$ cat src/rtl/spm_seq.sv
// rtl/spm_seq.sv - sequencer for a serial/parallel multiplier array (signed WIDTH x WIDTH -> 2*WIDTH)
// Optional zero-operand fast path compiled in with `define SPM_SEQ_ZERO_BYPASS_EN.
module spm_seq #(
  parameter int WIDTH = 32,
  parameter int PLAT  = 1
) (
  input  logic                 clk,
  input  logic                 rst,
  input  logic                 in_valid,
  output logic                 in_ready,
  input  logic [WIDTH-1:0]     in_x,
  input  logic [WIDTH-1:0]     in_y,
  output logic                 out_valid,
  input  logic                 out_ready,
  output logic [2*WIDTH-1:0]   out_p,
  output logic                 spm_rst,
  output logic [WIDTH-1:0]     spm_x,
  output logic                 spm_y,
  input  logic                 spm_p
);

  localparam int RUN_LEN = 2*WIDTH + PLAT;
  localparam int CW      = $clog2(RUN_LEN + 1);
  localparam logic [CW-1:0] CNT_LAST = CW'(RUN_LEN - 1);
  localparam logic [CW-1:0] CNT_CAP  = CW'(PLAT);

  typedef enum logic [1:0] {
    IDLE  = 2'd0,
    CLEAR = 2'd1,
    RUN   = 2'd2,
    DONE  = 2'd3
  } state_t;

  state_t               state_q, state_d;
  logic [CW-1:0]        cnt_q, cnt_d;
  logic [WIDTH-1:0]     y_q, y_d;
  logic [2*WIDTH-1:0]   prod_q, prod_d;
  logic [2*WIDTH-1:0]   out_p_d;
  logic [WIDTH-1:0]     spm_x_d;
  logic                 spm_rst_d;
  logic                 spm_y_d;
  logic                 in_ready_d;
  logic                 out_valid_d;
  logic                 accept;

  assign accept = in_valid && in_ready;

  always_ff @(posedge clk or negedge rst) begin
    if (!rst) begin
      state_q   <= IDLE;
      cnt_q     <= '0;
      y_q       <= '0;
      prod_q    <= '0;
      out_p     <= '0;
      spm_x     <= '0;
      spm_rst   <= 1'b0;
      spm_y     <= 1'b0;
      in_ready  <= 1'b0;
      out_valid <= 1'b0;
    end else begin
      state_q   <= state_d;
      cnt_q     <= cnt_d;
      y_q       <= y_d;
      prod_q    <= prod_d;
      out_p     <= out_p_d;
      spm_x     <= spm_x_d;
      spm_rst   <= spm_rst_d;
      spm_y     <= spm_y_d;
      in_ready  <= in_ready_d;
      out_valid <= out_valid_d;
    end
  end

  // Outputs are registered, so every branch sets the value for the next cycle.
  // y_q is arithmetically shifted each step: its LSB is always the next serial
  // bit, and the sign bit replicates itself for the upper WIDTH positions.
  always_comb begin
    state_d     = state_q;
    cnt_d       = cnt_q;
    y_d         = y_q;
    prod_d      = prod_q;
    out_p_d     = out_p;
    spm_x_d     = spm_x;
    spm_rst_d   = 1'b1;
    spm_y_d     = 1'b0;
    in_ready_d  = 1'b0;
    out_valid_d = 1'b0;

    case (state_q)
      IDLE: begin
        in_ready_d = 1'b1;
        if (accept) begin
          in_ready_d = 1'b0;
`ifdef SPM_SEQ_ZERO_BYPASS_EN
          if ((in_x == '0) || (in_y == '0)) begin
            state_d     = DONE;
            prod_d      = '0;
            out_p_d     = '0;
            out_valid_d = 1'b1;
          end else begin
            state_d   = CLEAR;
            spm_x_d   = in_x;
            y_d       = in_y;
            prod_d    = '0;
            cnt_d     = '0;
            spm_rst_d = 1'b0;
          end
`else
          state_d   = CLEAR;
          spm_x_d   = in_x;
          y_d       = in_y;
          prod_d    = '0;
          cnt_d     = '0;
          spm_rst_d = 1'b0;
`endif
        end
      end

      CLEAR: begin
        state_d = RUN;
        cnt_d   = '0;
        spm_y_d = y_q[0];
        y_d     = {y_q[WIDTH-1], y_q[WIDTH-1:1]};
      end

      RUN: begin
        cnt_d = cnt_q + 1'b1;
        if (cnt_q >= CNT_CAP) begin
          prod_d = {spm_p, prod_q[2*WIDTH-1:1]};
        end
        if (cnt_q == CNT_LAST) begin
          state_d     = DONE;
          out_p_d     = prod_d;
          out_valid_d = 1'b1;
        end else begin
          // Positions 2*WIDTH and above feed zeros while the pipeline drains.
          if (cnt_q < CW'(2*WIDTH - 1)) begin
            spm_y_d = y_q[0];
          end
          y_d = {y_q[WIDTH-1], y_q[WIDTH-1:1]};
        end
      end

      DONE: begin
        out_valid_d = 1'b1;
        if (out_ready) begin
          state_d     = IDLE;
          out_valid_d = 1'b0;
          in_ready_d  = 1'b1;
        end
      end

      default: begin
        state_d = IDLE;
      end
    endcase
  end

endmodule
$ cat config.mk
export PLATFORM = sky130hd
export DESIGN_NAME = spm_seq
export DESIGN_NICKNAME = d
export VERILOG_FILES = /design/src/rtl/spm_seq.sv
export SDC_FILE = /design/constraint.sdc
export NUM_CORES = 1
export LEC_CHECK = 0
export CAP_MARGIN = 20
export CORE_MARGIN = 2
export CORE_UTILIZATION = 41
export CTS_CLUSTER_DIAMETER = 30
export DETAILED_ROUTE_END_ITERATION = 10
export GPL_TIMING_DRIVEN = 0
export PLACE_DENSITY = 0.68
export RECOVER_POWER = 25
export SLEW_MARGIN = 5
export SYNTH_ARGS = -nofsm -noshare
export SYNTH_HDL_FRONTEND = slang
export SYNTH_SLANG_ARGS = --single-unit
$ cat constraint.sdc
create_clock -name clk -period 1.7 [get_ports clk]
set_input_delay 0.34 -clock clk [delete_from_list [all_inputs] [get_ports clk]]
set_output_delay 0.34 -clock clk [all_outputs]
set_load 0.005 [all_outputs]
==> results.ini <==
[status]
run_status = finished with violations
violations = setup timing

[layout]
final_common_cell = dfrtp_1
postLayoutCoreUtil = 0.638
final_net_count = 1165
drive_gt1_frac = 0.317
fillers = 1708
final_cell_mix = 198 x dfrtp_1, 115 x nand2_1, 84 x dlygate4sd2_1
layoutNonFillerInstCount = 1399
finalInstanceArea_um2 = 13400
area_growth_syn_to_layout_pct = 53.5

[cts]
clockBufferDepth = 3
cts_sinks = 204
cts_buffers = 45
root_buffer = clkbuf_16
clkTransAtPathRegs_ns = 0.05
cts_tree = done
h-tree-depth = 2
clkLatencyLatePin_ns = 0.52

[global_routing]
grt_pass1_wl_um = 34300
grt_usage = 0.188
grt_max_degree = 104
grt_pass1_vias = 7041
grt_overflow_total = 0
antenna_found_initial = 1

[floorplan]
die_h_um = 150
row_count = 53
start_util = 0.415
core_um2 = 21000
io_pins = 169
fp.dieW_um = 150
floorplan.die_area_um2 = 22400

[setup_path]
reg2regPathDepth = 9
critical-path-max-stage-delay_ns = 0.38
rrSetupSlack_ns = -0.08
cp-end-kind = flip-flop
cp_max_fo = 6
slowest_stage = dfrtp_1
crit_buf_inv = 4
cp.depth = 9
r2r_end = prod_q[48]
path_delay_family = buffers and inverters
worstSetupStartpoint = state_q[1]
cp-start-kind = flip-flop
endpoint = prod_q[48]
r2r-start = state_q[1]
crit_chain = inv_2 > ha_4 > a21boi_4 > a211oi_4 > buf_6 > buf_12 > clkbuf_16 > nand2_2 > o21ai_1
arrival_ns = 2.22
critPathKind = reg2reg
cp_data_required_time_ns = 2.14

[sta]
skew_ns = 0.0243
setup_tns_ns = -1.49
rsz0062_at_grt = true
setup_violations = 41
slew_viol_final = 0
fmax_mhz = 561
hold_violations = 0
worst_slew_pin_slew_ns = 0.948
period_minus_slack_ns = 1.78
min_period_over_period = 1.05
whs_ns = 0.446
setup_ws_ns = -0.0832
slew_headroom = 0.368

[power_and_ir_drop]
cellPowerDensity_nw_per_um2 = 1770
fin_total_pwr_mw = 23.6
max-vdd-ir-drop_mv = 1.02
leakage_nw = 6.30

[yosys]
synth_top_area_frac = 0.586
ys_seq_elements = 204
ys_seq_area_frac = 0.586
synth_area_leader_cell = dfrtp_1
avgSynthCellArea_um2 = 10.3
synth.distinct_cells = 35
syn_area_um2 = 8710
synthCells = 842
synthTopCellsByArea = dfrtp_1 59%, nand2_1 5.7%, a21oi_2 5.0%, nor2_1 4.4%, mux2_2 4.3%
syn-num-nets = 919
yosys_warnings = 0

[routing]
ant_nets = 0
vias = 6953
wl_per_cell_um = 15.3
initialDrtViolationCount = 317
routed_wl_um = 21400
viasPerCell = 4.97
firstDrtPassIters = 5
drc = 0

[place]
port_buffers = 168
place_area_um2 = 10800
dpl_worst_slack_ns = -0.644
gp_congestion = 0.765
dp_cells = 1286
dp_hpwl_um = 13300

[run]
max_cap_violations = 0

[min_path]
hold_path.class = in2reg

## registers in the layout, summed over array words and instances (netlist names)
register and flops:
spm_y 1, prod_q 63, y_q 32, spm_x 32, cnt_q 7, spm_rst 1
state_q 2, out_p 64, out_valid 1, in_ready 1
## timing repair
action / in CTS / in global routing
gates cloned: 1 / 5
pin swaps: 2 / 11
endpoints found under the hold margin: 101 / 0
setup endpoints to repair: 279 / 171
buffers inserted: 17 / 9
hold buffers: 1 / 0
gates resized for setup: 190 / 147
## how the worst min path moves through the flow
stage | startpoint | cells past startpoint | to
after floorplan | rst | 0 | cnt_q[0]
after global placement | y_q[31] | 2 | y_q[31]
after detailed placement | rst | 1 | spm_x[29]
after CTS | in_x[9] | 2 | spm_x[9]
after global routing | in_x[18] | 2 | spm_x[18]
final | in_x[11] | 2 | spm_x[11]
## final cells by class
type,count,area [µm²],share of cell area
Sequential cell,204,5110,0.382
Multi-Input combinational cell,570,3660,0.274
Timing Repair Buffer,201,2000,0.149
Clock buffer,63,1380,0.103
Buffer,60,549,0.0411
Tap cell,275,344,0.0257
Clock inverter,19,300,0.0225
Inverter,6,27.5,0.00206
Antenna cell,1,2.50,0.000187
## Yosys cell counts, drive strengths merged
cell type    n
o32a         1
clkbuf      32
a31o         1
ha           8
a311oi       1
nand4        1
dfrtp      204
o21ai       72
inv          5
mux2i       31
nor3        65
nor2       101
a21boi       1
and3         2
nand2      132
buf         30
a21oi       98
mux2        33
nand4b       1
nor4         2
o31ai        3
or2          1
nand2b       5
a31oi        2
nand3        6
and2         2
clkinv       1
a211oi       1
## per-layer routing
metal	up-vias	global-route usage	share of wire
met2	144	0.317	0.49
met1	3415	0.239	0.44
met3	26	0.0451	0.052
li1	3368	-	-
met5	-	0	0
met4	0	0.0594	0.014
## logic make-up (layout without fill, tap and decap cells)
logic type | Yosys count | count (layout) | synth area share
AO/OA/AOI/OAI | 180 | 180 | 0.131
adder cells (fa/ha/maj) | 8 | 8 | 0.0115
buffers and inverters | 68 | 349 | 0.0397
flip-flops | 204 | 204 | 0.586
multiplexers | 64 | 64 | 0.0783
other | 0 | 1 | 0
AND/OR/NAND/NOR | 318 | 318 | 0.153
## power breakdown
part	internal [mW]	switching, mW
Sequential	6.04	0.663
Combinational	3.86	3.69
Clock	6.68	2.71
(Power assumes the default switching activity.)
==> RTL edit, RTL diff (config.mk and constraints unchanged) <==
Encoding of `state_t`: now one-hot (4 bits for 4 states).
--- a/src/rtl/spm_seq.sv
+++ b/src/rtl/spm_seq.sv
@@ -24,11 +24,11 @@
   localparam logic [CW-1:0] CNT_LAST = CW'(RUN_LEN - 1);
   localparam logic [CW-1:0] CNT_CAP  = CW'(PLAT);
 
-  typedef enum logic [1:0] {
-    IDLE  = 2'd0,
-    CLEAR = 2'd1,
-    RUN   = 2'd2,
-    DONE  = 2'd3
+  typedef enum logic [3:0] {
+    IDLE  = 4'b0001,
+    CLEAR = 4'b0010,
+    RUN   = 4'b0100,
+    DONE  = 4'b1000
   } state_t;
 
   state_t               state_q, state_d;
Check against the original RTL: no difference found for any inputs over 4 cycles, from zero or initial values and one cycle with rst low; so few cycles prove little.
==> RTL edit against the unedited design <==
- the flow still finishes with violations (negative setup slack)
- clock skew is 13 ps lower
- routed wire length is 16% higher
- sequential share of layout area is 3.1 points lower
- synthesized cell count stayed put
- design area is 10% higher
- worst setup slack worse by 96 ps
- total power is 14% lower
- die area is 2.5% higher
- global-route usage is 2.1 points higher
- sequential cell count is 3 higher
- non-clock buffer count is 39 higher
- synthesized area is 2.5% higher
==> RTL edit: results (changes against the unedited design) <==
worst_clock_skew_ps: 10.76  # was 24.25 ps
worstMarginPinSlew_ps: 797.0  # was 948.5 ps
cts_made_buffers: 45  # unchanged
critPathMaxFanout: 6  # unchanged
peakVddDrop_uv: 1016  # was 1024 uV
grt_antenna_before_repair: 0  # was 1
drive_gt1_frac: 0.3897  # was 0.3170
clock_latency_ps: 510
final_nets: 1199  # was 1165
violations: "negative setup slack"  # unchanged
vias: 7381  # was 6953
hold_path_class: "in -> async"  # was in -> reg
n_antenna_cell: 0  # was 1
status: "finished, violations left"  # unchanged
synth_top_area_frac: 0.5774  # was 0.5864
synth_nets: 914  # was 919
power.leakage_uw: 0.006940  # was 0.006300 uW
top_regs: "out_p (64), prod_q (64)"  # was out_p (64), prod_q (63)
post-place-ws_ps: -768.5  # was -643.7 ps
dp_hpwl_um: 13600  # was 13280 um
clock-root-buffer: "clkbuf_16"  # unchanged
async_flop_share: 1.000  # unchanged
drtIter0Drc: 284  # was 317
grt_pass1_vias: 7455  # was 7041
fill_cells: 1528  # was 1708
grt_pass1_wl_um: 38250  # was 34330 um
yosysWarnings: 0  # unchanged
seq_area_frac_synth: 0.5804  # was 0.5864
worst_slack_ps: -178.8  # was -83.21 ps
synth_cell_types: 40  # was 35
gp_congestion: 0.7397  # was 0.7646
htreeDepth: 2  # unchanged
clk_pin_slew_worst_paths_ps: 40
cts.path.max_buffers: 3  # unchanged
first_pass_iters: 5  # unchanged
drt_wl_total_um: 24720  # was 21380 um
place_area_sq_um: 11070  # was 10770 sq um
io_buffer_count: 168  # unchanged
synth.area.top_cells: "dfrtp_1 58%, mux2i_1 11%, o21ai_0 7.4%, nand2_1 5.6%, mux2_2 4.2%"  # was dfrtp_1 59%, nand2_1 5.7%, a21oi_2 5.0%, nor2_1 4.4%, mux2_2 4.3%
setup_viol: 183  # was 41
grt_max_degree: 110  # was 104
groute.usage.overall: 0.2087  # was 0.1876
regArea_sq_um: 5185  # was 5112 sq um
cp_slowest_cell: "or4b_4"  # was dfrtp_1
max_stage_delay_ps: 510  # was 380 ps
synth_commonest_cells: "206 x dfrtp_1, 134 x nand2_1, 132 x o21ai_0"  # was 204 x dfrtp_1, 132 x nand2_1, 101 x nor2_1
cp-startpoint: "state_q[1]$_DFFE_PN0P_"  # unchanged
## RTL edit: logic make-up (layout without fill, tap and decap cells)
group / after synthesis / count (layout) / synth area share
flops: 207 / 207 / 0.5804
fa+ha+maj: 3 / 3 / 0.004205
simple gates: 225 / 225 / 0.1034
compound gates: 212 / 212 / 0.1235
buf+inv: 67 / 385 / 0.04036
mux: 128 / 128 / 0.1481
## RTL edit: worst max-delay path, delay by kind of cell, from the launching register on
family                 cells  cell delay [ps]
AO/OA/AOI/OAI              2              270
AND/OR/NAND/NOR            2              560
buffers and inverters      4              600
flip-flops                 1              360
## RTL edit: area by class of cell
type / count / area share
sequential: 207 / 0.3518
multi-input combinational: 568 / 0.2987
timing repair buffer: 244 / 0.1736
clock buffer: 63 / 0.08847
buffer: 56 / 0.04534
tap: 275 / 0.02335
clock inverter: 17 / 0.01741
inverter: 5 / 0.001274
## RTL edit: routing by layer
metal  wire length [um]  GRT usage
met4                466    0.05648
met3               1091    0.04281
met1              10550     0.2727
met2              12610     0.3550
met5                  0          0
## RTL edit: power breakdown
| group | total [uW] | switching (uW) | internal [uW] |
|---|---|---|---|
| Sequential | 6190 | 412 | 5780 |
| Combinational | 5340 | 2510 | 2840 |
| Clock | 8830 | 2630 | 6200 |
| Total | 20400 | 5550 | 14800 |
## RTL edit: final timing paths
| path | end | slack (ps) | depth (start not counted) |
|---|---|---|---|
| worst min-delay path | out_p[17]$_DFFE_PN0P_ | 420 | 2 |
| min in group clk | spm_x[21]$_DFFE_PN0P_ | 440 | 2 |
| worst max-delay path | prod_q[50]$_DFFE_PN0P_ | -180 | 8 |
| max in group asynchronous | prod_q[38]$_DFFE_PN0P_ | 290 | 3 |
| worst max register to register | prod_q[50]$_DFFE_PN0P_ | -180 | 8 |
| worst min register to register | y_q[4]$_DFFE_PN0P_ | 480 | 2 |
## RTL edit: what timing repair did
action	4_1_cts	5_1_grt
hold endpoints to repair	97	0
resized for setup	361	251
buffers inserted	49	9
pin swaps	33	30
hold buffers	1	0
cloned	16	5
endpoints found under the setup margin	298	204
## RTL edit: stage by stage
stage | total power, uW | std cells | setup TNS [ps]
global placement | 10350 | 1285 | -1877710
CTS | 20150 | 1429 | -23850
floorplan | 8691 | 842 | -3746
global route | 21260 | 1435 | -32490
detailed placement | 10430 | 1286 | -95130
finish | 20370 | 1435 | -17360
